==> config.mk <==
export PLATFORM = sky130hd
export DESIGN_NAME = urisc_mem_loader
export DESIGN_NICKNAME = d
export VERILOG_FILES = /design/src/rtl/urisc_mem_loader.sv
export SDC_FILE = /design/constraint.sdc
export NUM_CORES = 2
export LEC_CHECK = 0
export CORE_MARGIN = 2
export CORE_UTILIZATION = 35
export CTS_CLUSTER_DIAMETER = 150
export DETAILED_ROUTE_END_ITERATION = 6
export GPL_TIMING_DRIVEN = 0
export HOLD_SLACK_MARGIN = 0.05
export PLACE_DENSITY = 0.45
export SYNTH_ARGS = -nofsm -noshare
export SYNTH_HDL_FRONTEND = slang
export SYNTH_SLANG_ARGS = --single-unit
==> constraint.sdc <==
create_clock -name clk_PH1 -period 8.02 [get_ports clk_PH1]
set_input_delay 1.604 -clock clk_PH1 [delete_from_list [all_inputs] [get_ports clk_PH1]]
set_output_delay 1.604 -clock clk_PH1 [all_outputs]
set_load 0.01 [all_outputs]
==> src/rtl/urisc_mem_loader.sv <==
// URISC 256x8 program memory with byte-stream boot loader, run enable and halt detection.
// Define URISC_MEM_CHECKSUM_EN to require a zero mod-256 sum over the loaded image.
module urisc_mem_loader #(
   parameter int unsigned HALT_CNT = 3
) (
   input  logic       clk_PH1,
   input  logic       rst_n,
   input  logic       ld_valid,
   input  logic [7:0] ld_data,
   input  logic       ld_last,
   output logic       ld_ready,
   input  logic       clear,
   input  logic       CSMR,
   input  logic       RDMR,
   input  logic       WRITE,
   input  logic [7:0] ADDRESS,
   input  logic [7:0] DATA_OUT,
   output logic [7:0] DATA_IN,
   output logic       RUN,
   output logic       halted,
   output logic       ld_err,
   output logic [8:0] ld_count
);

   localparam int unsigned HCW = $clog2(HALT_CNT + 1);
   localparam logic [HCW-1:0] HC_MAX = HCW'(HALT_CNT);

   typedef enum logic [1:0] {S_LOAD, S_RUN, S_HALT, S_ERR} state_t;

   state_t           state_q;
   logic [7:0]       wr_ptr_q;
   logic [8:0]       ld_count_q, cnt_d;
   logic [HCW-1:0]   hc_q, hc_d;
   logic [1:0]       guard_q;
   logic             run_q, ld_ready_q, halted_q, ld_err_q;
   logic             hs, load_we, core_we, hit, last_ok;
   logic [7:0]       mem [256];

`ifdef URISC_MEM_CHECKSUM_EN
   logic [7:0]       sum_q, sum_d;
   assign sum_d   = sum_q + ld_data;
   assign last_ok = (sum_d == 8'h00);
`else
   assign last_ok = 1'b1;
`endif

   assign hs      = ld_valid & ld_ready_q;
   assign load_we = hs & ~clear;
   assign core_we = (state_q == S_RUN) & CSMR & WRITE & ~clear;
   assign hit     = RDMR & CSMR & (ADDRESS == 8'h00);
   assign cnt_d   = ld_count_q + 9'd1;

   // hc is held at zero while the post-entry guard window is open
   always_comb begin
      hc_d = '0;
      if (guard_q == 2'd0 && hit)
         hc_d = (hc_q == HC_MAX) ? hc_q : hc_q + 1'b1;
   end

   always_ff @(posedge clk_PH1) begin
      if (load_we)
         mem[wr_ptr_q] <= ld_data;
      else if (core_we)
         mem[ADDRESS] <= DATA_OUT;
   end

   assign DATA_IN = mem[ADDRESS];

   always_ff @(posedge clk_PH1 or negedge rst_n) begin
      if (!rst_n) begin
         state_q    <= S_LOAD;
         wr_ptr_q   <= '0;
         ld_count_q <= '0;
         hc_q       <= '0;
         guard_q    <= '0;
         run_q      <= 1'b0;
         ld_ready_q <= 1'b1;
         halted_q   <= 1'b0;
         ld_err_q   <= 1'b0;
`ifdef URISC_MEM_CHECKSUM_EN
         sum_q      <= '0;
`endif
      end else if (clear) begin
         state_q    <= S_LOAD;
         wr_ptr_q   <= '0;
         ld_count_q <= '0;
         hc_q       <= '0;
         guard_q    <= '0;
         run_q      <= 1'b0;
         ld_ready_q <= 1'b1;
         halted_q   <= 1'b0;
         ld_err_q   <= 1'b0;
`ifdef URISC_MEM_CHECKSUM_EN
         sum_q      <= '0;
`endif
      end else begin
         case (state_q)
            S_LOAD: begin
               if (hs) begin
                  wr_ptr_q   <= wr_ptr_q + 8'd1;
                  ld_count_q <= cnt_d;
`ifdef URISC_MEM_CHECKSUM_EN
                  sum_q      <= sum_d;
`endif
                  if (ld_last) begin
                     ld_ready_q <= 1'b0;
                     if (last_ok) begin
                        state_q <= S_RUN;
                        guard_q <= 2'd2;
                        hc_q    <= '0;
                     end else begin
                        state_q  <= S_ERR;
                        ld_err_q <= 1'b1;
                     end
                  end else if (wr_ptr_q == 8'hFF) begin
                     state_q    <= S_ERR;
                     ld_err_q   <= 1'b1;
                     ld_ready_q <= 1'b0;
                  end
               end
            end
            // RUN output rises one edge after the state enters RUN
            S_RUN: begin
               hc_q <= hc_d;
               if (guard_q != 2'd0)
                  guard_q <= guard_q - 2'd1;
               if (hc_d == HC_MAX) begin
                  state_q  <= S_HALT;
                  run_q    <= 1'b0;
                  halted_q <= 1'b1;
               end else begin
                  run_q <= 1'b1;
               end
            end
            default: ;
         endcase
      end
   end

   assign ld_ready = ld_ready_q;
   assign RUN      = run_q;
   assign halted   = halted_q;
   assign ld_err   = ld_err_q;
   assign ld_count = ld_count_q;

endmodule

# Word level (Yosys, flattened, before mapping)
# Memories as Yosys holds them, arrays and structs flattened.
# Cells that the tools add are included.
# Widths: inputs -> output; s select.
[classes]
order_cmp = 0
n_div = 0
multipliers = 0
n_reduce_logical = 20
n_shift = 0
bitwise = 8
mux = 47
n_addsub = 4
eq_ne = 10
[ops]
columns = ["operator", "n"]
rows = [
  ["$mux 8", 5],
  ["$mux 2", 14],
  ["$mux 9", 3],
  ["$mux 1", 22],
  ["$pmux 2 s2", 3],
  ["$reduce_and 4->1", 3],
  ["$reduce_bool 2->1", 6],
  ["$add 9x1->9 const B", 1],
  ["$add 8x1->8 const B", 1],
  ["$eq 8x8->1 const B", 1],
  ["$logic_not 8->1", 1],
  ["$reduce_or 8->1", 1],
  ["$and 1x1->1", 7],
  ["$ne 3x2->1 const B", 2],
  ["$ne 3x3->1 const B", 2],
  ["$reduce_and 3->1", 2],
  ["$reduce_bool 3->1", 2],
  ["$eq 2x2->1 const B", 2],
  ["$logic_not 2->1", 2],
  ["$ne 4x4->1 const B", 1],
  ["$reduce_and 2->1", 2],
  ["$add 2x1->2 const B", 1],
  ["$eq 2x1->1 const B", 1],
  ["$ne 2x1->1 const B", 1],
  ["other kinds (3)", 3],
]
[totals]
word_cells = 99
in_bits = 32
out_inout_bits = 21
mem_count = 1
rom_bits = 0
latchBits = 0
reg_bits = 27
mem_bits_rw = 2048
[mem_list]
columns = ["name", "depth", "word_bits", "rd", "rd_ports_with_merged_regs", "wr", "line", "source"]
rows = [
  ["mem", 256, 8, 1, 0, 1, "37", "logic [7:0] mem [256];"],
]

# Depth between registers and ports, before layout
[depth]
ltp_word = 9
depth_mapped = 12
mapped_depth_nobuf = 7

# Worst setup path after synthesis
# No wires, ideal clock.
[synth_path]
path_kind = "input-to-reg"
start = "input clear"
end = "memory mem[0][0] (data pin)"
arrival_time_ns = 5.436
n_path_buf = 2
setup_time_ns = 0.825
cell_stages = 6
required_time_ns = 7.195
slack_ns = 1.759
path_cell_list = "and2b_4 and4_1 buf_4 buf_4 nand2_1 nand2_1"
[synth_via]
elab_chain_cells = 7
word_cells_on_any_way = 8
classes_between = "4 x mux; 3 x bitwise; 1 x reduce/logical"
[synth_rtl]
columns = ["element", "line", "source"]
rows = [
  ["start, declared", "12", "input logic clear,"],
  ["$not 1->1 *", "48, 49", ""],
  ["$and 1x1->1", "49", "assign core_we = (state_q == S_RUN) & CSMR & WRITE & ~clear;"],
  ["$mux 1", "63", "else if (core_we)"],
  ["$mux 1 *", "61", "if (load_we)"],
  ["$mux 1 (implied by the code) *", "64", "mem[ADDRESS] <= DATA_OUT;"],
  ["$reduce_or 8->1 (no source line) *", "--", ""],
  ["$mux 8 (no source line) *", "--", ""],
  ["end, declared", "37", ""],
]
# Every way passes the cells marked *; elsewhere a longest branch is shown, timed or not.

# Final worst setup path
[layout_path]
start = "input ADDRESS[3]"
end = "output DATA_IN[4]"
[layout_via]
elab_chain_cells = 1
[layout_rtl]
columns = ["element", "line", "source"]
rows = [
  ["start, declared", "16", "input logic [7:0] ADDRESS,"],
  ["$mem_v2 256x8", "--", ""],
  ["end, declared", "18", "output logic [7:0] DATA_IN,"],
]
# Every way passes these cells.

==> out/qor.csv <==
metric,value,unit
io_pins,53,
p_seq_frac,0.508,
cts_hold_buffers,0,
cts_made_buffers,220,
min_period_over_period,1.03,
drtPass1Iterations,7,
vias_per_cell,6.12,
synthCells,4060,
cts_buffer_depth,3,
grt_overflow,0,
place_congestion,0.979,
switching_share,0.244,
std_cell_rows,177,
wire_per_inst,46.3,um
status,finished with violations,
required,6.42,ns
clk_pin_slew_worst_paths,0.06,ns
layout_setup_ws,-0.240,ns
ctsRootBufferMaster,clkbuf_16,
drv_slew,30,
initial_core_util,0.351,
dieArea,237000,um^2
nets,4398,
drive_gt1_frac,0.226,
cts_tree,done,
drtIter0Drc,7676,
vias,46500,
crit_path_max_fanout,10,
final_cell_mix,"edfxtp_1 (2048), mux4_2 (445), nor2_1 (320)",
grt.total_usage,0.294,
finalClockSkew,0.0414,ns
period_needed,8.26,ns
place_hpwl,232000,um
syn_area,81600,um^2
ant_nets,0,
antenna_found_initial,34,
slew_headroom,-0.132,
layout_commonest_cell,edfxtp_1,
synthArstFlopShare,0.0130,
cellLeakagePower,29.4,nW
hp-class,reg -> reg,
fmax,0.121,GHz
grt_pass1_wl,453000,um
port_buffers,50,
pre_cts_ws,-1.85,ns
ys_top_cells_by_area,"edfxtp_1 (75%), mux4_2 (12%), mux2i_1 (2.4%)",
ys_seq_elements,2075,
cts_setup_buffers,0,
dieWidth,487,um
area_growth,15.0,%
netlist.area_leader.share,0.754,
grt_max_degree,81,
ir_drop,0.228,mV
cap_violations,5,
startpoint_type,input pin,
cts_resized,120,
worstSetupEndpointType,output port,
totalPowerFinal,23.5,mW
clock_latency,0.88,ns
ys_types,78,
synth_area_per_cell,20.1,um^2
yosysWarningCount,0,
drc,4,
critPathArrivalTime,6.66,ns
power.internal,17.8,mW
yosysTopAreaCell,edfxtp_1,
yosys_most_used_dff,edfxtp_1,
violations,"design-rule violations, max-capacitance violations, max-slew violations, negative setup slack",
routed_wl,352000,um
synth_nets,4095,
power_density,251,nW/um^2
grt_pass1_vias,44400,
die_h,487,um
final_core_util,0.404,
htreeDepth,4,
report.final.setup_viol,6,
switchingPower,5.74,mW
clockPowerShare,0.418,
core,232000,um^2
synth-edff-count,2048,
cts_sinks,2075,
yosysSeqAreaShare,0.762,
p_comb_frac,0.075,
critical_path_class,in -> out,
worst_slew_pin_slew,1.69,ns
hold_viol_final,0,
rsz0062_at_grt,no,
==> worst paths after layout <==
check | start | slack, ns | cells after the start | end
min in group asynchronous | rst_n | 0.75 | 1 | ld_count[5]
max reg2reg | state_q[0] | 2.85 | 7 | mem[46][3]
max | ADDRESS[3] | -0.24 | 10 | DATA_IN[4]
min | hc_q[0] | 0.51 | 2 | hc_q[1]
min reg2reg | hc_q[0] | 0.51 | 2 | hc_q[1]
max in group asynchronous | rst_n | 6.85 | 1 | wr_ptr_q[4]
==> Yosys cell counts (12+ instances only) <==
cell and instances:
a211oi_1 26, a21oi_1 62, a221oi_1 39, a22o_1 14, a22oi_1 58, a31oi_1 24, and2_1 14, buf_1 15
buf_2 85, buf_4 23, buf_6 26, clkbuf_1 74, dfrtp_1 26, edfxtp_1 2048, mux2i_1 195, mux4_2 445
nand2_1 199, nand2b_1 12, nand3_1 34, nor2_1 323, nor3_1 15, o211ai_1 16, o21ai_0 60, o221ai_1 15
o22ai_1 20, or2_2 20, or3_1 21
==> cells by family (layout without fill, tap and decap cells) <==
| family | count (synthesis) | after routing | share of synthesized area |
|---|---|---|---|
| mux | 648 | 648 | 0.148 |
| flops | 2075 | 2075 | 0.762 |
| other cells | 0 | 12 | 0 |
| xor+xnor | 12 | 12 | 0.00129 |
| fa+ha+maj | 3 | 3 | 0.000460 |
| simple gates | 682 | 682 | 0.0360 |
| buf+inv | 251 | 734 | 0.0192 |
| compound gates | 389 | 389 | 0.0332 |
==> per-stage QoR <==
step / cell area, um^2 / hold WS [ns] / std cells / TNS, ns
6_report: 93900 / 0.509 / 7598 / -0.965
5_1_grt: 93900 / 0.543 / 7588 / 0
4_1_cts: 93800 / 0.518 / 7585 / 0
3_5_place_dp: 86800 / 0.492 / 7184 / -11.03
3_3_place_gp: 85900 / 0.494 / 7153 / -8332.60
2_1_floorplan: 81600 / 0.462 / 4060 / 0
==> power by group through the flow <==
stage	logic, mW	registers (mW)	clock network, mW
6_report	1.76	11.9	9.82
5_1_grt	1.74	11.9	10.3
4_1_cts	1.71	11.9	9.87
3_5_place_dp	1.68	12.2	0
3_3_place_gp	1.62	12.3	0
2_1_floorplan	0.697	12.2	0
==> per-layer routing <==
layer,vias to the layer above,wire (um),global-route usage
li1,17300,-,-
met1,25500,139000,0.394
met2,2977,156000,0.440
met3,693,35500,0.0802
met4,18,20300,0.148
met5,-,369,0.00674
==> flip-flops by register name, indices dropped and copies added (netlist names) <==
register	cells
hc_q	2
ld_count	9
state_q	2
mem	2048
guard_q	2
halted	1
wr_ptr_q	8
ld_err	1
ld_ready	1
RUN	1
==> worst max-delay path, stage by stage <==
cell             delay, ns
clkbuf_1              0.59
clkbuf_1              0.57
buf_2                 0.61
nor2_1                0.13
clkbuf_1              0.63
a21oi_1               0.59
a31oi_1               0.14
o311ai_2              0.71
o221ai_1              0.44
clkdlybuf4s50_1       0.60
==> area by class of cell <==
type	instances	area (um^2)
antenna	12	30.0
inverter	10	40.0
clock buffer	288	5850
buffer	240	1780
timing repair buffer	82	1260
fill	20700	138000
tap	3043	3810
sequential	2075	62200
multi-input combinational	1734	18100
clock inverter	114	862
Power figures use the tool's default switching activity.
